$ cat config.mk
export PLATFORM = sky130hd
export DESIGN_NAME = sram_bank_arb
export DESIGN_NICKNAME = d
export VERILOG_FILES = /design/src/rtl/sram_arb_pkg.sv /design/src/rtl/sram_rr_arb.sv /design/src/rtl/sram_bank_arb.sv
export SDC_FILE = /design/constraint.sdc
export NUM_CORES = 1
export LEC_CHECK = 0
export ABC_AREA = 1
export ABC_CLOCK_PERIOD_IN_PS = 1700
export CORE_AREA = 2 2 345 347
export CTS_CLUSTER_DIAMETER = 120
export DETAILED_ROUTE_END_ITERATION = 7
export DIE_AREA = 0 0 347 349
export GPL_TIMING_DRIVEN = 0
export SLEW_MARGIN = 25
export SYNTH_ARGS = -nofsm -noshare
export SYNTH_HDL_FRONTEND = slang
export SYNTH_SLANG_ARGS = --single-unit
export TNS_END_PERCENT = 1
$ cat constraint.sdc
create_clock -name aclk -period 1.7 [get_ports aclk]
set_clock_uncertainty 0.1 [all_clocks]
set_input_delay 0.34 -clock aclk [delete_from_list [all_inputs] [get_ports aclk]]
set_output_delay 0.34 -clock aclk [all_outputs]
set_load 0.05 [all_outputs]
$ cat src/rtl/sram_arb_pkg.sv
// Shared definitions for the banked SRAM arbiter.
//   wa_w/bk_w/addr_w : derive word-address, bank-select and full address widths
//   sram_req_t       : one requester access at the default geometry (64b x 512 x 4 banks)
//   bank_lock_t      : per-bank burst lock state (valid + owning requester index)
package sram_arb_pkg;

  localparam int unsigned LOCK_OWN_W  = 8;
  localparam int unsigned DEF_BW      = 64;
  localparam int unsigned DEF_ADDR_W  = 11;

  function automatic int unsigned wa_w(input int unsigned depth);
    return $clog2(depth);
  endfunction

  function automatic int unsigned bk_w(input int unsigned blocks);
    return $clog2(blocks);
  endfunction

  function automatic int unsigned addr_w(input int unsigned depth, input int unsigned blocks);
    return $clog2(depth) + $clog2(blocks);
  endfunction

  typedef struct packed {
    logic                    wen;
    logic [DEF_ADDR_W-1:0]   addr;
    logic [DEF_BW/8-1:0]     bm;
    logic [DEF_BW-1:0]       wdata;
  } sram_req_t;

  typedef struct packed {
    logic                  vld;
    logic [LOCK_OWN_W-1:0] owner;
  } bank_lock_t;

endpackage

$ cat src/rtl/sram_rr_arb.sv
// Combinational round-robin pick among N requesters.
//   req : request vector
//   ptr : index of the previous winner; search starts at ptr+1 and wraps
//   gnt : one-hot grant
//   idx : index of the granted requester (0 when none)
//   vld : any grant issued
module sram_rr_arb #(
  parameter  int unsigned N     = 2,
  localparam int unsigned IDX_W = $clog2(N)
) (
  input  logic [N-1:0]     req,
  input  logic [IDX_W-1:0] ptr,
  output logic [N-1:0]     gnt,
  output logic [IDX_W-1:0] idx,
  output logic             vld
);

  always_comb begin
    logic [IDX_W-1:0] j;
    gnt = '0;
    idx = '0;
    vld = 1'b0;
    j   = '0;
    for (int unsigned k = 1; k <= N; k++) begin
      j = IDX_W'((32'(ptr) + k) % N);
      if (!vld && req[j]) begin
        vld    = 1'b1;
        gnt[j] = 1'b1;
        idx    = j;
      end
    end
  end

endmodule

$ cat src/rtl/sram_bank_arb.sv
// Shares a banked register-file SRAM between NUM_REQ requesters with
// independent round-robin arbitration per bank; requesters on different banks
// proceed in the same cycle. Bank pins are driven directly.
//   aclk/aresetn        clock, async active-low reset
//   req_*_i/req_ready_o requester access channel (ready = granted this cycle)
//   rsp_valid_o/rdata_o read response, one cycle after the grant
//   bank_*_o/bank_dat_i bank macro pins (active-low enables, data valid next cycle)
// Optional: define SRAM_ARB_LOCK_EN to honour req_lock_i as a per-bank burst lock;
// otherwise req_lock_i is ignored.
module sram_bank_arb
  import sram_arb_pkg::*;
#(
  parameter  int unsigned NUM_REQ         = 2,
  parameter  int unsigned SRAM_BIT_WIDTH  = 64,
  parameter  int unsigned SRAM_WORD_DEPTH = 512,
  parameter  int unsigned SRAM_BLOCK_SIZE = 4,
  localparam int unsigned WA_W   = wa_w(SRAM_WORD_DEPTH),
  localparam int unsigned BK_W   = bk_w(SRAM_BLOCK_SIZE),
  localparam int unsigned ADDR_W = addr_w(SRAM_WORD_DEPTH, SRAM_BLOCK_SIZE),
  localparam int unsigned BM_W   = SRAM_BIT_WIDTH / 8
) (
  input  logic                                          aclk,
  input  logic                                          aresetn,
  input  logic [NUM_REQ-1:0]                            req_valid_i,
  output logic [NUM_REQ-1:0]                            req_ready_o,
  input  logic [NUM_REQ-1:0]                            req_wen_i,
  input  logic [NUM_REQ-1:0][ADDR_W-1:0]                req_addr_i,
  input  logic [NUM_REQ-1:0][BM_W-1:0]                  req_bm_i,
  input  logic [NUM_REQ-1:0][SRAM_BIT_WIDTH-1:0]        req_wdata_i,
  input  logic [NUM_REQ-1:0]                            req_lock_i,
  output logic [NUM_REQ-1:0]                            rsp_valid_o,
  output logic [NUM_REQ-1:0][SRAM_BIT_WIDTH-1:0]        rsp_rdata_o,
  output logic [SRAM_BLOCK_SIZE-1:0]                    bank_en_n_o,
  output logic [SRAM_BLOCK_SIZE-1:0]                    bank_wen_n_o,
  output logic [SRAM_BLOCK_SIZE-1:0][BM_W-1:0]          bank_bm_o,
  output logic [SRAM_BLOCK_SIZE-1:0][WA_W-1:0]          bank_addr_o,
  output logic [SRAM_BLOCK_SIZE-1:0][SRAM_BIT_WIDTH-1:0] bank_dat_o,
  input  logic [SRAM_BLOCK_SIZE-1:0][SRAM_BIT_WIDTH-1:0] bank_dat_i
);

  localparam int unsigned IDX_W = $clog2(NUM_REQ);

  logic [NUM_REQ-1:0]           bank_gnt [SRAM_BLOCK_SIZE];
  logic [NUM_REQ-1:0]           rsp_valid_q;
  logic [NUM_REQ-1:0][BK_W-1:0] rd_bank_q;

`ifndef SRAM_ARB_LOCK_EN
  logic unused_lock;
  assign unused_lock = ^req_lock_i;
`endif

  for (genvar b = 0; b < SRAM_BLOCK_SIZE; b++) begin : g_bank
    logic [NUM_REQ-1:0] cand;
    logic [NUM_REQ-1:0] elig;
    logic [NUM_REQ-1:0] gnt;
    logic [IDX_W-1:0]   idx;
    logic [IDX_W-1:0]   rr_ptr_q;
    logic               vld;

    // Gating with aresetn keeps the bank pins idle while reset is held.
    always_comb begin
      cand = '0;
      for (int unsigned i = 0; i < NUM_REQ; i++)
        cand[i] = aresetn && req_valid_i[i] && (req_addr_i[i][ADDR_W-1:WA_W] == BK_W'(b));
    end

`ifdef SRAM_ARB_LOCK_EN
    bank_lock_t         lock_q;
    logic [NUM_REQ-1:0] own_mask;
    logic               hold;

    always_comb begin
      own_mask = '0;
      for (int unsigned i = 0; i < NUM_REQ; i++)
        own_mask[i] = lock_q.vld && (lock_q.owner == LOCK_OWN_W'(i));
    end

    // Lock only restricts the pick while the owner still asserts req_lock_i;
    // the cycle it drops, arbitration is plain round-robin and the lock clears.
    assign hold = |(own_mask & req_lock_i);
    assign elig = hold ? (cand & own_mask) : cand;

    always_ff @(posedge aclk or negedge aresetn) begin
      if (!aresetn) begin
        lock_q <= '0;
      end else if (vld && |(gnt & req_lock_i)) begin
        lock_q.vld   <= 1'b1;
        lock_q.owner <= LOCK_OWN_W'(idx);
      end else if (lock_q.vld && !hold) begin
        lock_q.vld <= 1'b0;
      end
    end
`else
    assign elig = cand;
`endif

    sram_rr_arb #(.N(NUM_REQ)) u_rr (
      .req (elig),
      .ptr (rr_ptr_q),
      .gnt (gnt),
      .idx (idx),
      .vld (vld)
    );

    always_ff @(posedge aclk or negedge aresetn) begin
      if (!aresetn)
        rr_ptr_q <= IDX_W'(NUM_REQ - 1);
      else if (vld)
        rr_ptr_q <= idx;
    end

    assign bank_gnt[b]     = gnt;
    assign bank_en_n_o[b]  = ~vld;
    assign bank_wen_n_o[b] = ~(vld && req_wen_i[idx]);
    assign bank_bm_o[b]    = vld ? req_bm_i[idx] : '0;
    assign bank_addr_o[b]  = vld ? req_addr_i[idx][WA_W-1:0] : '0;
    assign bank_dat_o[b]   = vld ? req_wdata_i[idx] : '0;
  end

  // Each requester addresses a single bank, so at most one bank grants it.
  always_comb begin
    req_ready_o = '0;
    for (int unsigned b = 0; b < SRAM_BLOCK_SIZE; b++)
      req_ready_o |= bank_gnt[b];
  end

  always_ff @(posedge aclk or negedge aresetn) begin
    if (!aresetn) begin
      rsp_valid_q <= '0;
      rd_bank_q   <= '0;
    end else begin
      for (int unsigned i = 0; i < NUM_REQ; i++) begin
        rsp_valid_q[i] <= req_ready_o[i] && !req_wen_i[i];
        if (req_ready_o[i] && !req_wen_i[i])
          rd_bank_q[i] <= req_addr_i[i][ADDR_W-1:WA_W];
      end
    end
  end

  assign rsp_valid_o = rsp_valid_q;

  always_comb begin
    rsp_rdata_o = '0;
    for (int unsigned i = 0; i < NUM_REQ; i++)
      rsp_rdata_o[i] = bank_dat_i[rd_bank_q[i]];
  end

endmodule

==> out/metrics.csv <==
metric,value,unit
run status,"finished, violations left",
violated checks,setup timing,
register area share after synthesis,2.59,%
Max VDD drop,0.407,mV
pwr/cell area,821,nW/um2
Commonest cells post-synth,"inv_1 (425), nand2_1 (363), o211ai_1 (327), nor2_1 (264), o21ai_0 (262)",
fill cell count,13300,
Max Clk Rate,401,MHz
height of the die,349,um
clock slew at reported path FFs,0.04,ns
# IOs,894,
Site Rows,126,
CTS tree,yes,
post-synthesis register bit count,10,
Buf/Inv on CP,6,
Die ar.,121000,um2
Setup crit end kind,output pin,
mapped cell area,9870,um2
worst slew pin tran,0.608,ns
setup repair after global routing missed its margin,yes,
Final Critical Period,2.49,ns
Final WS setup,-0.792,ns
CTS H-tree lvls,1,
Initial Util,8.40,%
WP data arrival,2.05,ns
kind of critical path,in -> out,
remaining antenna violation count after routing,0,
initial antenna violation count,39,
PortBufs,891,
Mapped Nets,2426,
"Max FO, Critical Path",10,
Multi-input gate area,8340,um2
asr flop ratio synth,100,%
synthesis-to-finish area growth,141,%
WL per Instance,30.7,um
placed wire-length estimate,115000,um
gr usage total,21.3,%
Crit-path slowest cell,o211ai_1,
Post-synth EDFFs,0,
period utilization,147,%
clk sinks,10,
maxcap violations,0,
total power,0.0195,W
"Data required, critical path",1.26,ns
most numerous cell in the Yosys netlist,inv_1,
die width,347,um
"CP delay by family, top",buffers and inverters,
DRC Markers,0,
Skew-Pair Late Insertion Delay,0.24,ns
Yosys top cell area share,24.9,%
Seq. cell area,259,um2
max_slew headroom,59.4,%
GPL Wtd Cong,0.989,
setup violators final,464,
max-slew violations,0,
static leakage,12.7,nW
Inst Count DP,4423,
clock root buffer,clkbuf_16,
CTS buffer count,3,
"top cells by area, synth","o211ai_1 (25%), inv_1 (16%), nand2_1 (14%), o21ai_0 (13%), nor2_1 (10%)",
Non-Filler Instances,4487,
Synth Flop Type,dfrtp_1,
yosys warns,0,
core box area,117000,um2
vias per inst,4.41,
Startpoint Class,input pin,
first-pass GRT wire length,177000,um
Final Hold Fails,0,
Post-Syn Instances,1996,
Hold WC Path Type,in -> reg,
drt first-iter violations,1885,
crit path cell chain,buf_12 -> nor2_2 -> nand2_2 -> inv_4 -> nand2_8 -> buf_12 -> buf_6 -> o211ai_1 -> inv_1 -> buf_6,
first-pass detailed-route iteration total,6,
Nets,3363,
Vias,19800,
CP max stage delay,0.50,ns
largest net degree at the start of global routing,11,
clock buffer depth,2,
"Avg Cell Area, Syn",4.94,um2
global route overflow,0,
"Distinct cells, synth",23,
vias in the first global route,19100,
layout cells sized above 1,32.0,%
leading area contributor after synthesis,o211ai_1,
routed wire length,138000,um
==> what timing repair did <==
| item | in CTS | in global routing |
|---|---|---|
| hold endpoints to repair | 10 | 0 |
| cloned | 12 | 3 |
| hold buffers | 1 | 0 |
| setup buffers | 23 | 4 |
| pin swaps | 43 | 39 |
| endpoints found under the setup margin | 474 | 468 |
| gates resized for setup | 2928 | 781 |
==> final timing paths <==
kind / start / to / slack (ns) / depth (start not counted)
worst max-delay path: req_addr_i[20] / bank_dat_o[6] / -0.79 / 10
worst min-delay path: req_addr_i[9] / rd_bank_q[0] / 0.29 / 3
worst max register to register: rd_bank_q[0] / rd_bank_q[0] / 0 / 7
worst min register to register: g_bank[2].rr_ptr_q / g_bank[2].rr_ptr_q / 0.44 / 2
max in group asynchronous: aresetn / rd_bank_q[2] / 0.59 / 2
min in group asynchronous: aresetn / rd_bank_q[1] / 0.54 / 2
==> worst reg2reg max path: cells and delay by family (launching register included) <==
family,cells,cell delay (ns)
buffers and inverters,5,0.86
AND/OR/NAND/NOR,2,0.13
flip-flops,1,0.50
==> layout by cell type (no fill, tap or decap), types with 19 or more instances in the layout <==
cell	instances
buf_6	261
buf_4	135
nand2_2	22
clkdlybuf4s50_1	424
buf_12	50
buf_2	79
inv_1	414
o21ai_0	206
diode_2	19
clkbuf_2	25
o22ai_2	122
nor2_1	242
nand2_1	334
buf_8	27
clkbuf_4	76
o21ai_2	22
o211ai_1	327
o21ai_1	32
==> final cells by class <==
| cell class | instances | area share, % |
|---|---|---|
| flip-flops and latches | 10 | 1.09 |
| diodes | 19 | 0.200 |
| repair buffers | 933 | 39.0 |
| well taps | 1536 | 8.10 |
| multi-input cells | 1367 | 35.1 |
| plain buffers | 185 | 9.08 |
| inverters | 433 | 7.01 |
| clock buffers | 4 | 0.374 |
==> sequential cells by signal, summed over array words and instances, names as in the netlist <==
register         flops
g_bank.rr_ptr_q      4
rd_bank_q            4
rsp_valid_o          2
==> layer usage <==
metal / global-route usage [%] / vias up / wire [um]
li1: - / 8503 / -
met1: 24.1 / 9613 / 52200
met2: 36.8 / 1350 / 65300
met3: 5.37 / 323 / 10900
met4: 11.1 / 16 / 9010
met5: 0 / - / 104
==> per-stage QoR <==
stage	TNS, ns	worst slack (ns)	hold slack [ns]	utilization (%)	area (um2)
detailed placement	-1051.60	-2.89	0.420	18.4	21600
floorplan	-114.52	-0.445	-0.0556	-	10800
finish	-269.89	-0.792	0.293	20.2	23700
CTS	-306.30	-0.758	0.304	18.8	22100
global placement	-1061.48	-2.88	0.394	18.4	21600
global route	-293.65	-0.808	0.315	20.2	23700
==> power by group <==
| group | switching (W) | internal (W) | total [W] |
|---|---|---|---|
| registers | 0.0000978 | 0.000315 | 0.000413 |
| clock network | 0.000121 | 0.000355 | 0.000476 |
| logic | 0.0126 | 0.00598 | 0.0186 |
| total | 0.0128 | 0.00665 | 0.0195 |
==> kinds of logic after synthesis <==
family | Yosys count | share of synthesized area, %
buffers and inverters | 620 | 26.0
AO/OA/AOI/OAI | 720 | 46.4
AND/OR/NAND/NOR | 646 | 25.0
flip-flops | 10 | 2.59
Power figures use the tool's default switching activity.
